<file path="src/rtl/mem_arbiter.sv">
// rtl/mem_arbiter.sv - round-robin arbiter sharing one memory_driver port among NB_REQ requesters
// Read data is routed back in issue order through a small FIFO of owner indices.
module mem_arbiter #(
  parameter int NB_REQ          = 2,
  parameter int RAM_ADDR_WIDTH  = 16,
  parameter int RAM_DATA_WIDTH  = 128,
  parameter int MAX_OUTSTANDING = 4
) (
  input  logic                                aclk,
  input  logic                                srst,
  input  logic [NB_REQ-1:0]                   req_valid,
  output logic [NB_REQ-1:0]                   req_ready,
  input  logic [NB_REQ-1:0]                   req_rd,
  input  logic [NB_REQ-1:0]                   req_wr,
  input  logic [NB_REQ*RAM_ADDR_WIDTH-1:0]    req_addr,
  input  logic [NB_REQ*RAM_DATA_WIDTH-1:0]    req_wr_data,
  output logic [NB_REQ-1:0]                   rsp_valid,
  input  logic [NB_REQ-1:0]                   rsp_ready,
  output logic [RAM_DATA_WIDTH-1:0]           rsp_data,
  output logic                                mem_valid,
  input  logic                                mem_ready,
  output logic                                mem_rd,
  output logic                                mem_wr,
  output logic [RAM_ADDR_WIDTH-1:0]           mem_addr,
  output logic [RAM_DATA_WIDTH-1:0]           mem_wr_data,
  input  logic                                mem_rd_valid,
  output logic                                mem_rd_ready,
  input  logic [RAM_DATA_WIDTH-1:0]           mem_rd_data,
  output logic [$clog2(MAX_OUTSTANDING):0]    rd_outstanding,
  output logic                                err_unexp_rd
);

  localparam int IDX_W = $clog2(NB_REQ);
  localparam int PTR_W = $clog2(MAX_OUTSTANDING);
  localparam int CNT_W = PTR_W + 1;

  localparam logic [0:0] ST_IDLE  = 1'b0;
  localparam logic [0:0] ST_GRANT = 1'b1;

  logic [0:0]       state_q, state_d;
  logic [IDX_W-1:0] owner_q, owner_d;
  logic [IDX_W-1:0] rr_ptr_q, rr_ptr_d;
  logic [IDX_W-1:0] fifo_q [MAX_OUTSTANDING];
  logic [IDX_W-1:0] fifo_d [MAX_OUTSTANDING];
  logic [PTR_W-1:0] wr_ptr_q, wr_ptr_d;
  logic [PTR_W-1:0] rd_ptr_q, rd_ptr_d;
  logic [CNT_W-1:0] count_q, count_d;
  logic             err_q, err_d;

  logic              fifo_full, fifo_empty;
  logic [IDX_W-1:0]  head;
  logic              cmd_hs, push, pop;
  logic [NB_REQ-1:0] eligible;
  logic              found;
  logic [IDX_W-1:0]  pick;
  logic [IDX_W-1:0]  cand_idx;

  assign fifo_full  = (count_q == CNT_W'(MAX_OUTSTANDING));
  assign fifo_empty = (count_q == '0);
  assign head       = fifo_q[rd_ptr_q];
  assign cmd_hs     = (state_q == ST_GRANT) & req_valid[owner_q] & mem_ready;
  assign push       = cmd_hs & req_rd[owner_q];
  assign pop        = ~fifo_empty & mem_rd_valid & rsp_ready[head];

  assign rsp_data       = mem_rd_data;
  assign rd_outstanding = count_q;
  assign err_unexp_rd   = err_q;

  always_comb begin
    mem_valid   = 1'b0;
    mem_rd      = 1'b0;
    mem_wr      = 1'b0;
    mem_addr    = '0;
    mem_wr_data = '0;
    req_ready   = '0;
    if (state_q == ST_GRANT) begin
      mem_valid          = req_valid[owner_q];
      mem_rd             = req_rd[owner_q];
      mem_wr             = req_wr[owner_q];
      mem_addr           = req_addr[owner_q*RAM_ADDR_WIDTH +: RAM_ADDR_WIDTH];
      mem_wr_data        = req_wr_data[owner_q*RAM_DATA_WIDTH +: RAM_DATA_WIDTH];
      req_ready[owner_q] = mem_ready;
    end
  end

  always_comb begin
    rsp_valid    = '0;
    mem_rd_ready = 1'b0;
    if (!fifo_empty) begin
      rsp_valid[head] = mem_rd_valid;
      mem_rd_ready    = rsp_ready[head];
    end
  end

  // A read is held off while the FIFO is full so its response always has a slot.
  always_comb begin
    eligible = req_valid & ~(req_rd & {NB_REQ{fifo_full}});
    found    = 1'b0;
    pick     = '0;
    cand_idx = '0;
    for (int k = 0; k < NB_REQ; k++) begin
      if (int'(rr_ptr_q) + k >= NB_REQ) begin
        cand_idx = IDX_W'(int'(rr_ptr_q) + k - NB_REQ);
      end else begin
        cand_idx = IDX_W'(int'(rr_ptr_q) + k);
      end
      if (!found && eligible[cand_idx]) begin
        found = 1'b1;
        pick  = cand_idx;
      end
    end
  end

  always_comb begin
    state_d  = state_q;
    owner_d  = owner_q;
    rr_ptr_d = rr_ptr_q;
    case (state_q)
      ST_IDLE: begin
        if (found) begin
          owner_d = pick;
          state_d = ST_GRANT;
        end
      end
      default: begin
        if (!req_valid[owner_q]) begin
          state_d = ST_IDLE;
        end else if (mem_ready) begin
          rr_ptr_d = (owner_q == IDX_W'(NB_REQ - 1)) ? '0 : owner_q + IDX_W'(1);
          state_d  = ST_IDLE;
        end
      end
    endcase
  end

  always_comb begin
    fifo_d   = fifo_q;
    wr_ptr_d = wr_ptr_q;
    rd_ptr_d = rd_ptr_q;
    if (push) begin
      fifo_d[wr_ptr_q] = owner_q;
      wr_ptr_d         = wr_ptr_q + PTR_W'(1);
    end
    if (pop) begin
      rd_ptr_d = rd_ptr_q + PTR_W'(1);
    end
    count_d = count_q + CNT_W'(push) - CNT_W'(pop);
    err_d   = err_q | (mem_rd_valid & fifo_empty);
  end

  always_ff @(posedge aclk) begin
    if (srst) begin
      state_q  <= ST_IDLE;
      owner_q  <= '0;
      rr_ptr_q <= '0;
      fifo_q   <= '{default: '0};
      wr_ptr_q <= '0;
      rd_ptr_q <= '0;
      count_q  <= '0;
      err_q    <= 1'b0;
    end else begin
      state_q  <= state_d;
      owner_q  <= owner_d;
      rr_ptr_q <= rr_ptr_d;
      fifo_q   <= fifo_d;
      wr_ptr_q <= wr_ptr_d;
      rd_ptr_q <= rd_ptr_d;
      count_q  <= count_d;
      err_q    <= err_d;
    end
  end

endmodule

</file>
<file path="config.mk">
export PLATFORM = sky130hd
export DESIGN_NAME = mem_arbiter
export DESIGN_NICKNAME = d
export VERILOG_FILES = /design/src/rtl/mem_arbiter.sv
export SDC_FILE = /design/constraint.sdc
export NUM_CORES = 1
export LEC_CHECK = 0
export BUFFER_PORTS_ARGS = -buffer_cell sky130_fd_sc_hd__buf_4
export CAP_MARGIN = 20
export CORE_AREA = 10 10 267 269
export DETAILED_ROUTE_END_ITERATION = 10
export DIE_AREA = 0 0 277 279
export SYNTH_ARGS = -nofsm -noshare
export SYNTH_HDL_FRONTEND = slang
export SYNTH_SLANG_ARGS = --single-unit
</file>
<file path="constraint.sdc">
create_clock -name aclk -period 3.3 [get_ports aclk]
set_clock_uncertainty 0.15 [all_clocks]
set_input_delay 0.165 -clock aclk [delete_from_list [all_inputs] [get_ports aclk]]
set_output_delay 0.165 -clock aclk [all_outputs]
set_load 0.05 [all_outputs]
</file>
==> key figures, run 1 <==
Outcome
  – Outcome: completed

Place
  – Cell Count Post-Placement: about 1,700
  – Hpwl dp: around 27,000 microns
  – Global placement routability congestion: 0.7429
  – Number of buffer cells added on primary ports: about 460

GRT
  – Remaining Overflow, GRT: 0
  – Wire length of the first global-routing pass: 40,230 microns
  – Initial antenna violation count: 9
  – Number of global-route vias before repair: 5,348
  – Maximum number of pins on one net before global-route repair: 79
  – GRT Total Usage: 7.055%

CTS
  – Number of setup buffers added after CTS: 0
  – Worst-case clock buffer depth: 2
  – Max H-tree Level: 1
  – Post-cts hold buffer count: 0
  – Gates resized, CTS repair: 0
  – Worst-Skew Late Latency: 0.25 ns
  – TritonCTS sink count: 15
  – CTS tree: built
  – Root buffer selected by CTS: sky130_fd_sc_hd__clkbuf_16
  – Clock transition at path regs: ~0.05 ns
  – Num CTS Buffers: 3

Worst setup path
  – Data required time at the worst endpoint: around 3.3 ns
  – Worst-path cell chain: mux2i_1, mux2_2, mux2i_1, nor2_1, ha_1, inv_1, ha_1, inv_1, fa_1, xor2_1, xnor2_1, nor2_1
  – Path type of the worst setup path: reg -> reg
  – Critical Path AT: between 2 and 3 ns
  – Worst Setup Start Kind: register
  – Maximum fanout along the worst path: 4
  – CP endpoint kind: register
  – Delay of the slowest cell on the worst path: around 0.4 ns
  – Crit-path slowest cell: sky130_fd_sc_hd__dfxtp_1

Yosys
  – Fraction of post-synthesis cell area in the top cell type by area: 35.73%
  – Proportion of synthesized flip-flops having asynchronous set or reset: 0%
  – Mean cell area of the mapped netlist: 7.930 sq um
  – Synth Flop Type: sky130_fd_sc_hd__dfxtp_1
  – Most frequent cells after synthesis: 154 x sky130_fd_sc_hd__mux2i_1, 147 x sky130_fd_sc_hd__nor2b_1, 128 x sky130_fd_sc_hd__buf_4
  – Syn Std Cell Area: 0.004314 sq mm
  – Number of distinct standard cells referenced by the synthesized netlist: 29
  – Yosys warnings: 0
  – Number of enable flip-flop cells after synthesis: 0
  – Cell accounting for the most synthesized area: sky130_fd_sc_hd__mux2i_1
  – Post-synthesis instance total: 544
  – Synthesized net count: 979
  – Biggest area contributors in the synthesized netlist: sky130_fd_sc_hd__mux2i_1 36%, sky130_fd_sc_hd__buf_4 22%, sky130_fd_sc_hd__nor2b_1 21%
  – Most frequent cell after synthesis: sky130_fd_sc_hd__mux2i_1
  – Sequential area share after synthesis: just under 7%
  – Register bit count reported by yosys: 15

Die
  – Die area: 0.07728 sq mm
  – Io pins: roughly 710
  – Number of placement rows: 94
  – Die span in y: 279 microns
  – Placeable Area: 0.06563 sq mm
  – Die Width: 277 microns
  – Initial Utilization: 6.574%

Routing
  – Met2 WL: 13,000 microns
  – Antenna Violating Nets Remaining: 0
  – Routed met3 length: 5945 microns
  – Number of vias per cell: 2.838
  – Total number of vias: 4,859
  – Uppermost layer routed: met5
  – Wirelength, routed: 29,900 microns
  – DRC Markers: 0
  – Number of search-and-repair iterations in the first detailed-routing pass: 4
  – Initial detailed-routing violation count: 49
  – DR WL/cell: 17.46 microns
  – Routed length on met1: 10,130 microns

Timing
  – Post-Route Setup TNS: 0 ns
  – Total of endpoints with negative setup slack in the final report: 0
  – Slew headroom: 55.24%
  – Upper clock frequency limit: 0.3687 GHz
  – Period utilisation layout: 82.19%
  – Final hold violations: 0
  – Count of final max-slew check failures: 0
  – Transition time at the pin with the least slew margin: 0.6714 ns
  – Final critical delay including setup and external delays: ~2.7 ns
  – Unrepaired setup endpoints after global routing: false

Power and ir drop
  – Max VDD drop: 345.8 uV
  – Total leakage power: 3.457 nW
  – Pwr per Cell Area: between 300 and 400 mW/mm^2

Finish
  – Layout overhead on the synthesized area: 82.11%
  – Net count of the finished layout: 1,282
  – # fillers: 7,636
  – Final cell count without fillers: 1,712
  – Share of layout cells above drive strength 1: 55.67%

Hold path
  – Classification of the worst-slack hold path: in -> reg

Flow run
  – Count of max-cap constraint violations: 0
routing by layer:
metal  GRT usage (%)  vias up
met1           6.698     2062
met4           1.714       12
li1                -     2261
met3           6.247       57
met2           11.19      467
met5          0.5621        -
state kept, by name (all words and copies together) (netlist names):
name	flops
wr_ptr_q	2
rd_outstanding	3
err_unexp_rd	1
rd_ptr_q	2
rr_ptr_q	1
state_q	1
owner_q	1
fifo_q	4
worst max-delay path, delay by kind of cell (launching register included):
| family | cells | cell delay [ns] |
|---|---|---|
| adders and majority gates | 3 | 0.79 |
| muxes | 3 | 0.73 |
| DFF | 1 | 0.40 |
| xor gates and xnor gates | 2 | 0.32 |
| and+or+nand+nor | 2 | 0.11 |
| buffers and inverters | 2 | 0.10 |
layout make-up:
type | instances | area (sq um) | share of cell area, %
Multi-Input combinational cell | 358 | 2872 | 36.55
Tap cell | 864 | 1081 | 13.76
Inverter | 9 | 33.78 | 0.4300
Antenna cell | 2 | 5.005 | 0.06370
Sequential cell | 15 | 307.8 | 3.918
Timing Repair Buffer | 460 | 3478 | 44.27
Clock buffer | 4 | 78.83 | 1.003
cells by family after synthesis:
family / synth area share, %
AND/OR/NAND/NOR: 25.06
buffers and inverters: 26.48
multiplexers: 37.38
flip-flops: 6.961
AO/OA/AOI/OAI: 1.305
adder cells (fa/ha/maj): 2.204
XOR/XNOR: 0.6092
path summary, 6_finish.rpt:
| kind | start | endpoint | slack [ns] | cells after the start |
|---|---|---|---|---|
| min | mem_rd_valid | err_unexp_rd | 0.01 | 3 |
| max | rd_ptr_q[1] | rd_outstanding[2] | 0.59 | 12 |
| max reg2reg | rd_ptr_q[1] | rd_outstanding[2] | 0.59 | 12 |
| min reg2reg | fifo_q[1] | fifo_q[1] | 0.35 | 2 |
power by group:
group          switching, W  internal, W  total [W]
combinational       0.00129     0.000820    0.00211
clock             0.0000790     0.000164   0.000243
sequential        0.0000337     0.000205   0.000238
total               0.00141      0.00119    0.00259
metrics by stage:
stage	total power [W]	worst slack, ns	hold slack (ns)	utilization, %	instance area [sq um]
floorplan	0.002011	0.7650	0.08407	-	4314
global placement	0.002381	0.6155	0.1803	11.84	7772
detailed placement	0.002386	0.5750	0.1803	11.84	7772
CTS	0.002634	0.5623	0.01262	11.96	7851
global route	0.002743	0.3778	0.04099	11.96	7851
finish	0.002594	0.5876	0.01105	11.97	7856
placed cells by master (no fill, tap or decap):
| cell | instances |
|---|---|
| sky130_fd_sc_hd__o21bai_1 | 1 |
| sky130_fd_sc_hd__ha_1 | 6 |
| sky130_fd_sc_hd__buf_4 | 458 |
| sky130_fd_sc_hd__fa_1 | 1 |
| sky130_fd_sc_hd__and2_0 | 1 |
| sky130_fd_sc_hd__nor2b_1 | 147 |
| sky130_fd_sc_hd__mux2i_1 | 154 |
| sky130_fd_sc_hd__a31oi_1 | 1 |
| sky130_fd_sc_hd__mux2_2 | 4 |
| sky130_fd_sc_hd__and2_1 | 4 |
| sky130_fd_sc_hd__a21oi_1 | 3 |
| sky130_fd_sc_hd__xor2_1 | 1 |
| sky130_fd_sc_hd__xnor2_1 | 2 |
| sky130_fd_sc_hd__mux2_4 | 1 |
| sky130_fd_sc_hd__o31ai_1 | 1 |
| sky130_fd_sc_hd__and3_1 | 1 |
| sky130_fd_sc_hd__buf_12 | 2 |
| sky130_fd_sc_hd__mux2_1 | 1 |
| sky130_fd_sc_hd__clkbuf_16 | 3 |
| sky130_fd_sc_hd__nor3_1 | 2 |
| sky130_fd_sc_hd__clkbuf_1 | 1 |
| sky130_fd_sc_hd__and3_4 | 1 |
| sky130_fd_sc_hd__nand2_1 | 2 |
| sky130_fd_sc_hd__diode_2 | 2 |
| sky130_fd_sc_hd__nor2_1 | 17 |
| sky130_fd_sc_hd__dfxtp_1 | 13 |
| sky130_fd_sc_hd__nand2b_1 | 1 |
| sky130_fd_sc_hd__nand4_1 | 4 |
| sky130_fd_sc_hd__inv_1 | 9 |
| sky130_fd_sc_hd__a311o_1 | 2 |
| sky130_fd_sc_hd__dfxtp_4 | 2 |
(Power assumes the default switching activity.)
==> run 2, diff against run 1 <==
--- a/config.mk
+++ b/config.mk
@@ -7,9 +7,9 @@
 export LEC_CHECK = 0
 export BUFFER_PORTS_ARGS = -buffer_cell sky130_fd_sc_hd__buf_4
 export CAP_MARGIN = 20
-export CORE_AREA = 10 10 267 269
+export CORE_AREA = 10 10 266 268
 export DETAILED_ROUTE_END_ITERATION = 10
-export DIE_AREA = 0 0 277 279
+export DIE_AREA = 0 0 276 278
 export SYNTH_ARGS = -nofsm -noshare
 export SYNTH_HDL_FRONTEND = slang
 export SYNTH_SLANG_ARGS = --single-unit
==> constraint.sdc (replaced) <==
create_clock -name aclk -period 2.4 [get_ports aclk]
set_clock_uncertainty 0.15 [all_clocks]
set_input_delay 0.12 -clock aclk [delete_from_list [all_inputs] [get_ports aclk]]
set_output_delay 0.12 -clock aclk [all_outputs]
set_load 0.05 [all_outputs]
==> run 2 against run 1 <==
  * The run now ends with negative setup slack left
  * Sequential cell count unchanged
  * Maximum frequency is 7.6% higher
  * Non-clock buffer count is 17 higher
  * Combinational power rose by 43%
  * Die area down 0.72%
  * Sequential power increased by 28%
  * Count of clock-buffer cells in the layout is 1 lower
  * Cell count grew 0.88%
  * Sequential share of layout area decreased by 0.067 points
  * Total power rose by 40%
  * Clock power grew 32%
  * Core utilization is 0.30 points higher
==> key figures, run 2 (synthesis gave the netlist of run 1 again) <==
Outcome
  – Outcome: complete, but fails checks
  – Violated checks: negative setup slack

Routing
  – Antenna Violating Nets Remaining: 0 (unchanged)
  – Number of search-and-repair iterations in the first detailed-routing pass: 4 (unchanged)
  – Total number of vias: 4,878 (+0.39%)
  – Wirelength, routed: 34,390 microns (+15%)
  – DR WL/cell: 19.91 microns (+14%)
  – DRC Markers: 0 (unchanged)
  – Initial detailed-routing violation count: 116 (+140%)
  – Number of vias per cell: 2.825 (-0.48%)

Finish
  – Final cell count without fillers: 1,727 (+0.88%)
  – Net count of the finished layout: 1,299 (+1.3%)
  – Register cell area after layout: 309.0 sq um (+0.41%)
  – # fillers: 7,587 (-0.64%)
  – Number of flip-flops in the largest register: 4 (unchanged)
  – Layout overhead on the synthesized area: 86.05%
  – Area of the multi-input gates: 0.002908 sq mm (+1.3%)
  – Register with the most flip-flops: fifo_q
  – Most common library cell in the layout ignoring fill and taps: sky130_fd_sc_hd__buf_4
  – Final core utilization: 12.27% (+0.30 points)
  – Share of layout cells above drive strength 1: 57.47% (+1.8 points)
  – Commonest cells after routing, fill and taps aside: 473 x sky130_fd_sc_hd__buf_4, 152 x sky130_fd_sc_hd__mux2i_1, 147 x sky130_fd_sc_hd__nor2b_1
  – ANT cells: 0 (-2)
  – Post-route design area: 0.008026 sq mm (+2.2%)

Worst setup path
  – Worst R2R End: rd_outstanding[2]
  – Delay of the slowest cell on the worst path: 0.35 ns (-0.05 ns)
  – Worst Setup Start Kind: register
  – Flop-to-flop setup slack: -0.12 ns (-0.71 ns)
  – Depth of the worst register-to-register path: 12 (unchanged)
  – Crit-path slowest cell: sky130_fd_sc_hd__dfxtp_2
  – Worst-path cell chain: mux2i_2, mux2_4, mux2i_2, nor2_1, ha_1, inv_1, ha_2, inv_2, fa_2, xor2_2, xnor2_1, nor2_1
  – Maximum fanout along the worst path: 3 (-1)
  – Path type of the worst setup path: reg -> reg
  – Data required time at the worst endpoint: 2.38 ns (-0.91 ns)
  – Critical Path AT: 2.50 ns (-0.20 ns)
  – CP endpoint kind: register
  – Start of the worst register-to-register path: rd_ptr_q[1]

Power and ir drop
  – Max VDD drop: 584.0 uV (+69%)
  – Pwr per Cell Area: 453.2 mW/mm^2 (+37%)
  – Total leakage power: 3.548 nW (+2.6%)

Timing
  – Total of endpoints with negative setup slack in the final report: 1 (+1)
  – Upper clock frequency limit: 0.3967 GHz (+7.6%)
  – Transition time at the pin with the least slew margin: 0.7807 ns (+0.1093 ns)
  – Unrepaired setup endpoints after global routing: true
  – Final hold violations: 0 (unchanged)
  – Slew headroom: 47.95% (-7.3 points)
  – Least setup slack across all paths after layout: -0.1210 ns (-0.7086 ns)
  – Count of final max-slew check failures: 0 (unchanged)
  – Period utilisation layout: 105.0% (+23 points)
  – Final critical delay including setup and external delays: 2.521 ns (-0.1914 ns)

Die
  – Number of placement rows: 94 (unchanged)
  – Placeable Area: 0.06539 sq mm (-0.36%)
  – Die span in y: 278 microns (-0.36%)
  – Die Width: 276 microns (-0.36%)
  – Initial Utilization: 6.597% (+0.024 points)
  – Io pins: 712 (unchanged)
  – Die area: 0.07673 sq mm (-0.72%)

Place
  – Number of buffer cells added on primary ports: 455 (unchanged)
  – Worst setup timing slack at the placement stage: -0.1235 ns (-0.6985 ns)
  – Cell Count Post-Placement: 1,721 (+0.88%)
  – Instance area at placement: 0.007905 sq mm (+1.7%)
  – Hpwl dp: 31,410 microns (+15%)
  – Global placement routability congestion: 0.7456 (+0.36%)

CTS
  – TritonCTS sink count: 15 (unchanged)
  – Clock transition at path regs: 0.05 ns (about the same)
  – Num CTS Buffers: 3 (unchanged)
  – Root buffer selected by CTS: sky130_fd_sc_hd__clkbuf_16
  – Worst-Skew Late Latency: 0.24 ns (about the same)
  – Worst-case clock buffer depth: 2 (unchanged)
  – CTS tree: built
  – Max H-tree Level: 1 (unchanged)

GRT
  – Wire length of the first global-routing pass: 44,650 microns (+11%)
  – Global routing met2 resource utilization: 13.98% (+2.8 points)
  – Number of global-route vias before repair: 5,236 (-2.1%)
  – Initial antenna violation count: 20 (+11)
  – Met3 track utilization from global routing: 5.859% (-0.39 points)
  – Remaining Overflow, GRT: 0 (unchanged)
  – M1 GR Usage: 8.290% (+1.6 points)
  – Maximum number of pins on one net before global-route repair: 151 (+91%)
  – Routing layer with the top usage in global route: met2
  – GRT Total Usage: 8.191% (+1.1 points)

Hold path
  – Startpoint of the worst hold path: srst
  – Worst Hold End: owner_q
  – Classification of the worst-slack hold path: in -> reg
  – WHS Path Cells: 2 (-1)

Flow run
  – Count of max-cap constraint violations: 0 (unchanged)
run 2: worst max-delay path, delay by kind of cell (launching register included):
family	cells	cell delay, ns
fa+ha+maj	3	0.77
mux	3	0.66
flops	1	0.35
xor+xnor	2	0.29
simple gates	2	0.12
buf+inv	2	0.09
run 2: final cells by class:
type / count / share of cell area (%)
repair buffers: 477 / 45.04
multi-input cells: 358 / 36.23
well taps: 864 / 13.47
flip-flops and latches: 15 / 3.850
clock buffers: 3 / 0.9353
inverters: 9 / 0.4209
clock inverters: 1 / 0.06235
run 2: per-layer routing:
layer,up-vias,routed length (microns)
met5,-,40
met4,6,374
met3,56,5698
met2,472,16090
met1,2051,12190
li1,2293,-
run 2: how the worst max path moves through the flow:
stage	slack [ns]	endpoint	start
floorplan	-0.06	rd_outstanding[2]	rd_ptr_q[1]
global placement	-0.13	rd_outstanding[2]	rd_ptr_q[1]
global route	-0.28	rd_outstanding[2]	rd_ptr_q[1]
CTS	-0.13	rd_outstanding[2]	rd_ptr_q[1]
finish	-0.12	rd_outstanding[2]	rd_ptr_q[1]
detailed placement	-0.12	rd_outstanding[2]	rd_ptr_q[1]
run 2: power breakdown:
part	total (W)	internal [W]	switching, W	leakage, nW
clock	0.000321	0.000222	0.0000988	0.0409
sequential	0.000305	0.000281	0.0000234	0.124
combinational	0.00301	0.00119	0.00183	3.38
run 2: timing repair:
action | 4_1_cts | 5_1_grt
hold buffers | 1 | 0
resized for setup | 3 | 4
pin swaps | 0 | 1
buffers inserted | 1 | 0
endpoints found under the setup margin | 16 | 3
gates cloned | 0 | 0
endpoints found under the hold margin | 1 | 0
run 2: metrics by stage:
step	hold slack, ns	TNS (ns)	power, W
floorplan	0.03907	-0.06047	0.002776
CTS	0.01814	-0.1287	0.003673
global placement	0.09034	-0.1304	0.003337
finish	0.009254	-0.1210	0.003637
detailed placement	0.09034	-0.1235	0.003341
global route	0.02510	-0.4077	0.003835
